[src/rtl/pong_score_fsm.sv]
// pong_score_fsm: game-flow controller and two-digit BCD score keeper for pong.
// Ports:
//   i_clk, i_reset_n             clock, asynchronous active-low reset
//   i_refr_tick                  one-cycle pulse per frame, paces the dwell timer
//   i_start_btn                  debounced start button (level), rising edge starts a game
//   i_p1_scored, i_p2_scored     one-cycle rally-won pulses from the graphics stage
//   o_dig3..o_dig0               player 1 tens/ones, player 2 tens/ones (BCD)
//   o_game_state                 0 NEWGAME, 1 PLAY, 2 NEWBALL, 3 OVER
//   o_graph_still                ball frozen
//   o_ball_reset                 one-cycle pulse to re-centre the ball
//   o_winner                     00 none, 01 player 1, 10 player 2, 11 draw
module pong_score_fsm #(
    parameter int WIN_SCORE   = 11,
    parameter int TIMER_TICKS = 120
) (
    input  logic       i_clk,
    input  logic       i_reset_n,
    input  logic       i_refr_tick,
    input  logic       i_start_btn,
    input  logic       i_p1_scored,
    input  logic       i_p2_scored,
    output logic [3:0] o_dig3,
    output logic [3:0] o_dig2,
    output logic [3:0] o_dig1,
    output logic [3:0] o_dig0,
    output logic [1:0] o_game_state,
    output logic       o_graph_still,
    output logic       o_ball_reset,
    output logic [1:0] o_winner
);
    typedef enum logic [1:0] {NEWGAME = 2'd0, PLAY = 2'd1, NEWBALL = 2'd2, OVER = 2'd3} state_t;

    localparam logic [7:0] TICKS = 8'(TIMER_TICKS);
    localparam logic [6:0] WIN   = 7'(WIN_SCORE);

    state_t     r_state, w_state_nxt;
    logic [7:0] r_p1, r_p2, w_p1_nxt, w_p2_nxt, w_p1_inc, w_p2_inc;
    logic [7:0] r_timer, w_timer_nxt;
    logic [1:0] r_winner, w_winner_nxt;
    logic       r_graph_still, r_ball_reset, w_ball_reset_nxt, r_start_prev;
    logic       w_start_rise, w_p1_win, w_p2_win;

    // BCD pair increment {tens, ones}, 99 wraps to 00
    function automatic logic [7:0] bcd_inc(input logic [7:0] v);
        return (v[3:0] == 4'd9) ? ((v[7:4] == 4'd9) ? 8'h00 : {v[7:4] + 4'd1, 4'd0})
                                : {v[7:4], v[3:0] + 4'd1};
    endfunction

    function automatic logic [6:0] bcd_val(input logic [7:0] v);
        return 7'(v[7:4]) * 7'd10 + 7'(v[3:0]);
    endfunction

    always_comb begin
        w_start_rise     = i_start_btn & ~r_start_prev;
        w_p1_inc         = i_p1_scored ? bcd_inc(r_p1) : r_p1;
        w_p2_inc         = i_p2_scored ? bcd_inc(r_p2) : r_p2;
        w_p1_win         = bcd_val(w_p1_inc) == WIN;
        w_p2_win         = bcd_val(w_p2_inc) == WIN;
        w_state_nxt      = r_state;
        w_p1_nxt         = r_p1;
        w_p2_nxt         = r_p2;
        w_timer_nxt      = r_timer;
        w_winner_nxt     = r_winner;
        w_ball_reset_nxt = 1'b0;
        case (r_state)
            NEWGAME: if (w_start_rise) begin
                w_p1_nxt         = 8'h00;
                w_p2_nxt         = 8'h00;
                w_winner_nxt     = 2'b00;
                w_ball_reset_nxt = 1'b1;
                w_state_nxt      = PLAY;
            end
            PLAY: if (i_p1_scored | i_p2_scored) begin
                // win test uses the post-increment score of this same cycle
                w_p1_nxt    = w_p1_inc;
                w_p2_nxt    = w_p2_inc;
                w_timer_nxt = TICKS;
                if (w_p1_win | w_p2_win) begin
                    w_winner_nxt = {w_p2_win, w_p1_win};
                    w_state_nxt  = OVER;
                end else begin
                    w_state_nxt = NEWBALL;
                end
            end
            NEWBALL: if (r_timer == 8'd0) begin
                w_ball_reset_nxt = 1'b1;
                w_state_nxt      = PLAY;
            end else if (i_refr_tick) begin
                w_timer_nxt = r_timer - 8'd1;
            end
            OVER: if (r_timer == 8'd0) begin
                w_state_nxt = NEWGAME;
            end else if (i_refr_tick) begin
                w_timer_nxt = r_timer - 8'd1;
            end
        endcase
    end

    // start_prev resets high so a button held through reset is not seen as an edge
    always_ff @(posedge i_clk or negedge i_reset_n) begin
        if (!i_reset_n) begin
            r_state       <= NEWGAME;
            r_p1          <= 8'h00;
            r_p2          <= 8'h00;
            r_timer       <= 8'd0;
            r_winner      <= 2'b00;
            r_graph_still <= 1'b1;
            r_ball_reset  <= 1'b0;
            r_start_prev  <= 1'b1;
        end else begin
            r_state       <= w_state_nxt;
            r_p1          <= w_p1_nxt;
            r_p2          <= w_p2_nxt;
            r_timer       <= w_timer_nxt;
            r_winner      <= w_winner_nxt;
            r_graph_still <= w_state_nxt != PLAY;
            r_ball_reset  <= w_ball_reset_nxt;
            r_start_prev  <= i_start_btn;
        end
    end

    assign o_dig3        = r_p1[7:4];
    assign o_dig2        = r_p1[3:0];
    assign o_dig1        = r_p2[7:4];
    assign o_dig0        = r_p2[3:0];
    assign o_game_state  = r_state;
    assign o_graph_still = r_graph_still;
    assign o_ball_reset  = r_ball_reset;
    assign o_winner      = r_winner;
endmodule

[config.mk]
export PLATFORM = sky130hd
export DESIGN_NAME = pong_score_fsm
export DESIGN_NICKNAME = d
export VERILOG_FILES = /design/src/rtl/pong_score_fsm.sv
export SDC_FILE = /design/constraint.sdc
export NUM_CORES = 1
export LEC_CHECK = 0
export ABC_AREA = 1
export BUFFER_PORTS_ARGS = -buffer_cell sky130_fd_sc_hd__buf_2
export CAP_MARGIN = 25
export CORE_ASPECT_RATIO = 0.7
export CORE_MARGIN = 2
export CORE_UTILIZATION = 58
export DETAILED_ROUTE_END_ITERATION = 10
export PLACE_DENSITY = 0.8
export SETUP_SLACK_MARGIN = 0.05
export SLEW_MARGIN = 20
export SYNTH_ARGS = -nofsm -noshare
export SYNTH_HDL_FRONTEND = slang
export SYNTH_SLANG_ARGS = --single-unit
[constraint.sdc]
create_clock -name i_clk -period 3.8 [get_ports i_clk]
set_input_delay 0 -clock i_clk [delete_from_list [all_inputs] [get_ports i_clk]]
set_output_delay 0 -clock i_clk [all_outputs]
set_load 0.01 [all_outputs]
# --- Word level (Yosys, flattened, before mapping) ---
# Index checks and enable logic that the tools add are counted.
totals:
  ff_bits: 31
  latch_bits: 0
  mem_bits_rw: 0
  mem_bits_ro: 0
  input_bits: 6
  output_inout_bits: 22
  wordCells: 72
  n_memories: 0
op_classes:
  add_sub_neg: 7
  mul: 2
  n_div: 0
  magnitude_cmp: 0
  n_eq_ne: 15
  n_shift: 0
  muxes: 28
  bitwise_logic: 4
  n_reduce_logical: 8
ops:
  columns: ["operator", "count"]
  rows:
  - ["two-way mux 8 bit", 12]
  - ["case mux 8 bit (2 select lines)", 3]
  - ["adder 4 x 1 -> 4 bit (second input constant)", 4]
  - ["equality test 4 bit (second input constant)", 4]
  - ["adder 7 x 4 -> 7 bit", 2]
  - ["equality test 7 x 4 -> 1 bit (second input constant)", 2]
  - ["two-way mux 2 bit", 7]
  - ["multiplier 4 x 3 -> 6 bit (second input constant)", 2]
  - ["logical NOT 8 bit", 1]
  - ["inequality test 2 bit (second input constant)", 4]
  - ["case mux 2 bit (4 select lines)", 1]
  - ["AND reduction 4 bit", 2]
  - ["subtractor 8 x 1 -> 8 bit (second input constant)", 1]
  - ["equality test 2 bit (second input constant)", 2]
  - ["inequality test 2 x 1 -> 1 bit (second input constant)", 2]
  - ["case mux 2 bit (2 select lines)", 1]
  - ["nonzero test 2 bit", 2]
  - ["two-way mux 1 bit", 3]
  - ["AND reduction 3 bit", 1]
  - ["equality test 2 x 1 -> 1 bit (second input constant)", 1]
  - ["logical NOT 2 bit", 1]
  - ["OR 1 bit", 2]
  - ["case mux 1 bit (2 select lines)", 1]
  - ["OR reduction 2 bit", 1]
  - ["2 further kinds", 2]

# --- Longest topological paths before layout ---
logic_depth:
  ltp_word: 12
  depth_mapped: 24

# --- Worst setup path after synthesis ---
# OpenSTA, ideal clock, no wires.
synth_timing:
  path_kind: "register to register"
  start: "reg r_p2[5]"
  end: "reg r_winner[0] (netlist: o_winner[0])"
  arrival_ns: 3.068
  required_time_ns: 3.683
  setup_slack_ns: 0.615
  stages_incl_launch_ff: 23
  path_buffers: 0
  cell_sequence: "dfrtp_1 inv_1 ha_1 nand2_1 nor2_1 or2_2 o21ai_0 ha_1 ha_1 fa_1 nand2_1 nor2_1 nand2_1 nand2_1 nand2_1 nand2_1 inv_1 nand2_1 nand2_1 nand2_1 nand3_2 nand3_1 nand2_1"
synth_between:
  elab_chain_cells: 10
synth_rtl:
  columns: ["element", "line", "rtl"]
  rows:
  - ["start, declared", "37", "logic [7:0] r_p1, r_p2, w_p1_nxt, w_p2_nxt, w_p1_inc, w_p2_inc;"]
  - ["start signal, assigned", "113", "r_p2 <= w_p2_nxt;"]
  - ["adder 4 x 1 -> 4 bit or equality test 4 bit (tied branches)", "45", "return (v[3:0] == 4'd9) ? ((v[7:4] == 4'd9) ? 8'h00 : {v[7:4] + 4'd1, 4'd0})"]
  - ["two-way mux 8 bit (2 in a row)", "45", null]
  - ["two-way mux 8 bit *", "56", "w_p2_inc = i_p2_scored ? bcd_inc(r_p2) : r_p2;"]
  - ["multiplier 4 x 3 -> 6 bit *", "50", "return 7'(v[7:4]) * 7'd10 + 7'(v[3:0]);"]
  - ["adder 7 x 4 -> 7 bit *", "50", null]
  - ["equality test 7 x 4 -> 1 bit *", "58", "w_p2_win = bcd_val(w_p2_inc) == WIN;"]
  - ["OR 1 bit *", "78", "if (w_p1_win | w_p2_win) begin"]
  - ["inequality test 2 bit (no source line) *", null, null]
  - ["AND reduction 4 bit (no source line) *", null, null]
  - ["end signal, assigned", "115", "r_winner <= w_winner_nxt;"]
  - ["end, declared", "39", "logic [1:0] r_winner, w_winner_nxt;"]
# Every way passes the cells marked *; elsewhere a longest branch is shown, timed or not.
# A chain may end at the register's enable or synchronous reset.

# --- Final worst setup path ---
layout_timing:
  start: "reg r_p1[5]"
  end: "reg r_winner[1] (netlist: o_winner[1])"
layout_between:
  elab_chain_cells: 10
layout_rtl:
  columns: ["element", "line", "rtl"]
  rows:
  - ["start, declared", "37", null]
  - ["start signal, assigned", "112", "r_p1 <= w_p1_nxt;"]
  - ["adder 4 x 1 -> 4 bit or equality test 4 bit (tied branches)", "45", null]
  - ["two-way mux 8 bit (2 in a row)", "45", null]
  - ["two-way mux 8 bit *", "55", "w_p1_inc = i_p1_scored ? bcd_inc(r_p1) : r_p1;"]
  - ["multiplier 4 x 3 -> 6 bit *", "50", null]
  - ["adder 7 x 4 -> 7 bit *", "50", null]
  - ["equality test 7 x 4 -> 1 bit *", "57", "w_p1_win = bcd_val(w_p1_inc) == WIN;"]
  - ["OR 1 bit *", "78", null]
  - ["inequality test 2 bit (no source line) *", null, null]
  - ["AND reduction 4 bit (no source line) *", null, null]
# Marks and branches as above.

==> impl_metrics.tcl <==
set metrics [dict create \
    grt_pass1_wl_mm 8.604 \
    cts_max_level 2 \
    maxCapViolCount 0 \
    ys_types 31 \
    grt_max_degree 32 \
    start_util_pct 59.68 \
    fin_skew_ns 0.002291 \
    setup_viol 0 \
    max_stage_delay_ns 0.55 \
    design_area_mm2 0.002595 \
    synth_area_leaders "dfrtp_1, nand2_1, ha_1, inv_1, nor2_1" \
    root_buffer "clkbuf_8" \
    pwr-share-seq_pct 32.3 \
    crit_chain "inv_1, ha_1, nand3_1, inv_1, nor2_1, inv_1, o22ai_1, ha_1, ha_1, fa_1, nand2_1, nor2_1, nand2_1, nand2_1, nand2_1, nand2_1, nand3_1, nand2_1, nand2_2, nand3_2, nand2_2, nand2_1, nand2_1" \
    worstPathMaxFanout 4 \
    grtUsageTotal_pct 24.65 \
    rsz0062_at_grt "no" \
    fmax_ghz 0.2895 \
    cpMostUsedCell "nand2_1" \
    via_per_inst 5.238 \
    cts_buffers 5 \
    wirelength_mm 4.957 \
    async_reset_ff_share_pct 100.0 \
    cp-start-kind "flip-flop" \
    relSlewSlack_pct 52.80 \
    place.gp.congestion 0.8710 \
    critPathTopFamily "adder cells" \
    min_period_ns 3.454 \
    ir_worst_vdd_uv 449.1 \
    clock_path_buffers 2 \
    worstPathArrival_ns 3.63 \
    hold_violations 0 \
    clock_latency_ns 0.28 \
    crit_path_end_kind "flip-flop" \
    cts_tree "yes" \
    worstReg2RegEnd "o_winner[1]" \
    tns_ns 0 \
    drive_above_1_share_pct 18.18 \
    wire_per_inst_um 12.27 \
    io_buffers 27 \
    dieArea_mm2 0.004491 \
    syn_inst 317 \
    dp.cells 394 \
    rrSetupSlack_ns 0.35 \
    synth.avg_cell_area_um2 7.251 \
    outcome "completed" \
    maxSlewViolCount 0 \
    die_h_um 56.67 \
    syn_area_mm2 0.002298 \
    yosysTopAreaCell "dfrtp_1" \
    ios 28 \
    grt_remaining_overflow 0 \
    firstDrtPassIters 4 \
    hold_ws_ns 0.08324 \
    drc 0 \
    nNetsFinal 378 \
    drt_iter0_markers 137 \
    antenna_left 0 \
    clockPowerShare_pct 14.9 \
    worst-path-buf-inv 3 \
    reg2reg_from "r_p1[5]" \
    post-route-period-util_pct 90.91 \
    die_w_um 79.24 \
    hold_path.class "input port to flip-flop" \
    yosys_warnings 0 \
    cp.depth 23 \
    cts_sinks 31 \
    place_hpwl_mm 3.774 \
    critPathRequiredTime_ns 3.98 \
    min_from "i_refr_tick" \
    cts_setup_buffers 0 \
    n_antenna_cell 0 \
    intPower_mw 0.9217 \
    yosysSeqAreaShare_pct 33.86 \
    critPathKind "flip-flop to flip-flop" \
    synth_ff_type "dfrtp_1" \
    synth_edf_count 0 \
    synth_top_area_share_pct 31.57 \
    sw_frac_of_total_pct 46.52 \
    leakagePower_nw 1.379 \
    holdPathStages 4 \
    hold_end "r_timer[7]" \
    antenna_found_initial 0 \
    grt_pass1_vias 1978 \
    synth_seq_cells 31 \
    via_count 2116 \
    cellPowerDensity_mw_per_mm2 664.2 \
    instances_no_fill 404 \
    worst_pin_slew_ns 0.7080 \
    p_comb_share_pct 52.9 \
    areaGrowthSynthToFinish_pct 12.90 \
    syn_nets 344 \
    core-area_mm2 0.003851 \
    power.switching_mw 0.8018 \
    rr_worst_depth 23 \
    slowest_stage "fa_1" \
    placed_area_mm2 0.002490 \
    num_rows 19 \
    clkTransAtPathRegs_ns 0.07 \
]
-- kinds of logic (layout without fill, tap and decap cells) --
kind of cell / after synthesis / count (layout) / synth area share, %
fa+ha+maj: 21 / 21 / 12.74
compound gates: 44 / 44 / 10.83
flops: 31 / 31 / 33.86
xor+xnor: 6 / 6 / 2.287
buf+inv: 65 / 100 / 10.67
simple gates: 149 / 149 / 29.12
mux: 1 / 1 / 0.4899
-- layer usage --
layer	vias up	share of wire [%]	GRT usage [%]
met5	-	0	0
met4	0	0.85	6.404
met3	5	6.4	5.788
met2	64	44	38.62
met1	968	49	34.66
li1	1079	-	-
-- state kept, by name, indices dropped and copies added (netlist names) --
register and cells:
o_ball_reset 1, o_game_state 2, o_graph_still 1, o_winner 2
r_p1 8, r_p2 8, r_start_prev 1, r_timer 8
-- worst max path at each step --
stage / from / endpoint
floorplan: r_p2[5] / o_winner[0]
global placement: r_p2[4] / o_winner[1]
detailed placement: r_p2[4] / o_winner[1]
CTS: r_p2[4] / o_winner[0]
global route: r_p1[5] / o_winner[0]
finish: r_p1[5] / o_winner[1]
-- through the flow --
stage	utilization, %	setup slack, ns	total power [mW]
final	67.38	0.3456	1.724
after global routing	67.38	0.08905	1.909
after CTS	67.38	0.2568	1.730
after detailed placement	64.65	0.3132	1.463
after global placement	64.65	0.3611	1.436
after floorplan	-	0.6154	1.217
-- final cells by class --
cell class                      count  area (um2)
Clock buffer                        6       72.57
Clock inverter                      2       12.51
Fill cell                         348        1256
Inverter                           63       236.5
Multi-Input combinational cell    221        1275
Sequential cell                    31       778.2
Tap cell                           52       65.06
Timing Repair Buffer               29       155.1
-- placed cells by master, fill, tap and decap left out --
| cell type | instances |
|---|---|
| nand3_2 | 2 |
| inv_2 | 12 |
| mux2_1 | 1 |
| o22ai_1 | 9 |
| xor2_1 | 3 |
| a21oi_1 | 13 |
| nand2_2 | 5 |
| or2_1 | 1 |
| o21ai_1 | 8 |
| clkinvlp_4 | 1 |
| dfrtp_1 | 29 |
| clkbuf_8 | 5 |
| buf_2 | 27 |
| nor2_1 | 31 |
| clkbuf_1 | 1 |
| o31ai_1 | 1 |
| nor2_2 | 5 |
| or2_2 | 1 |
| dlygate4sd3_1 | 2 |
| ha_1 | 17 |
| nor3_1 | 3 |
| nand2_1 | 69 |
| nor2_4 | 2 |
| fa_1 | 4 |
| nand3b_1 | 1 |
| a21oi_4 | 1 |
| xnor2_1 | 3 |
| inv_1 | 51 |
| nand3_1 | 22 |
| a31oi_1 | 1 |
| dfstp_2 | 2 |
| o21ai_0 | 10 |
| nand4_1 | 7 |
| clkinv_2 | 1 |
| o21bai_1 | 1 |
-- Yosys cell counts (all sizes together) (2+ instances only) --
cell type and n:
dfrtp 29, dfstp 2, nand2 74, or2 2, xor2 3, a21oi 14, inv 63, nor3 3
fa 4, ha 17, nand3 24, o22ai 9, nor2 38, xnor2 3, nand4 7, o21ai 18
-- power by group through the flow --
stage / registers [mW] / clock network (mW) / logic [mW]
floorplan: 0.578 / 0 / 0.639
global placement: 0.559 / 0 / 0.877
detailed placement: 0.561 / 0 / 0.902
CTS: 0.557 / 0.262 / 0.911
global route: 0.574 / 0.276 / 1.06
finish: 0.557 / 0.256 / 0.911
-- worst reg2reg max path: stages, from the launching register on --
cell,delay (ns)
dfrtp_1,0.41
inv_1,0.09
ha_1,0.18
nand3_1,0.15
inv_1,0.06
nor2_1,0.09
inv_1,0.06
o22ai_1,0.27
ha_1,0.31
ha_1,0.23
fa_1,0.56
nand2_1,0.07
nor2_1,0.08
nand2_1,0.07
nand2_1,0.07
nand2_1,0.05
nand2_1,0.08
nand3_1,0.08
nand2_1,0.10
nand2_2,0.09
nand3_2,0.09
nand2_2,0.06
nand2_1,0.06
nand2_1,0.05
-- what timing repair did --
item / CTS / global route
resized for setup: 0 / 1
endpoints found under the setup margin: 0 / 4
hold buffers: 2 / 0
endpoints found under the hold margin: 30 / 0
Note: power is estimated with default switching activity, not from simulation.
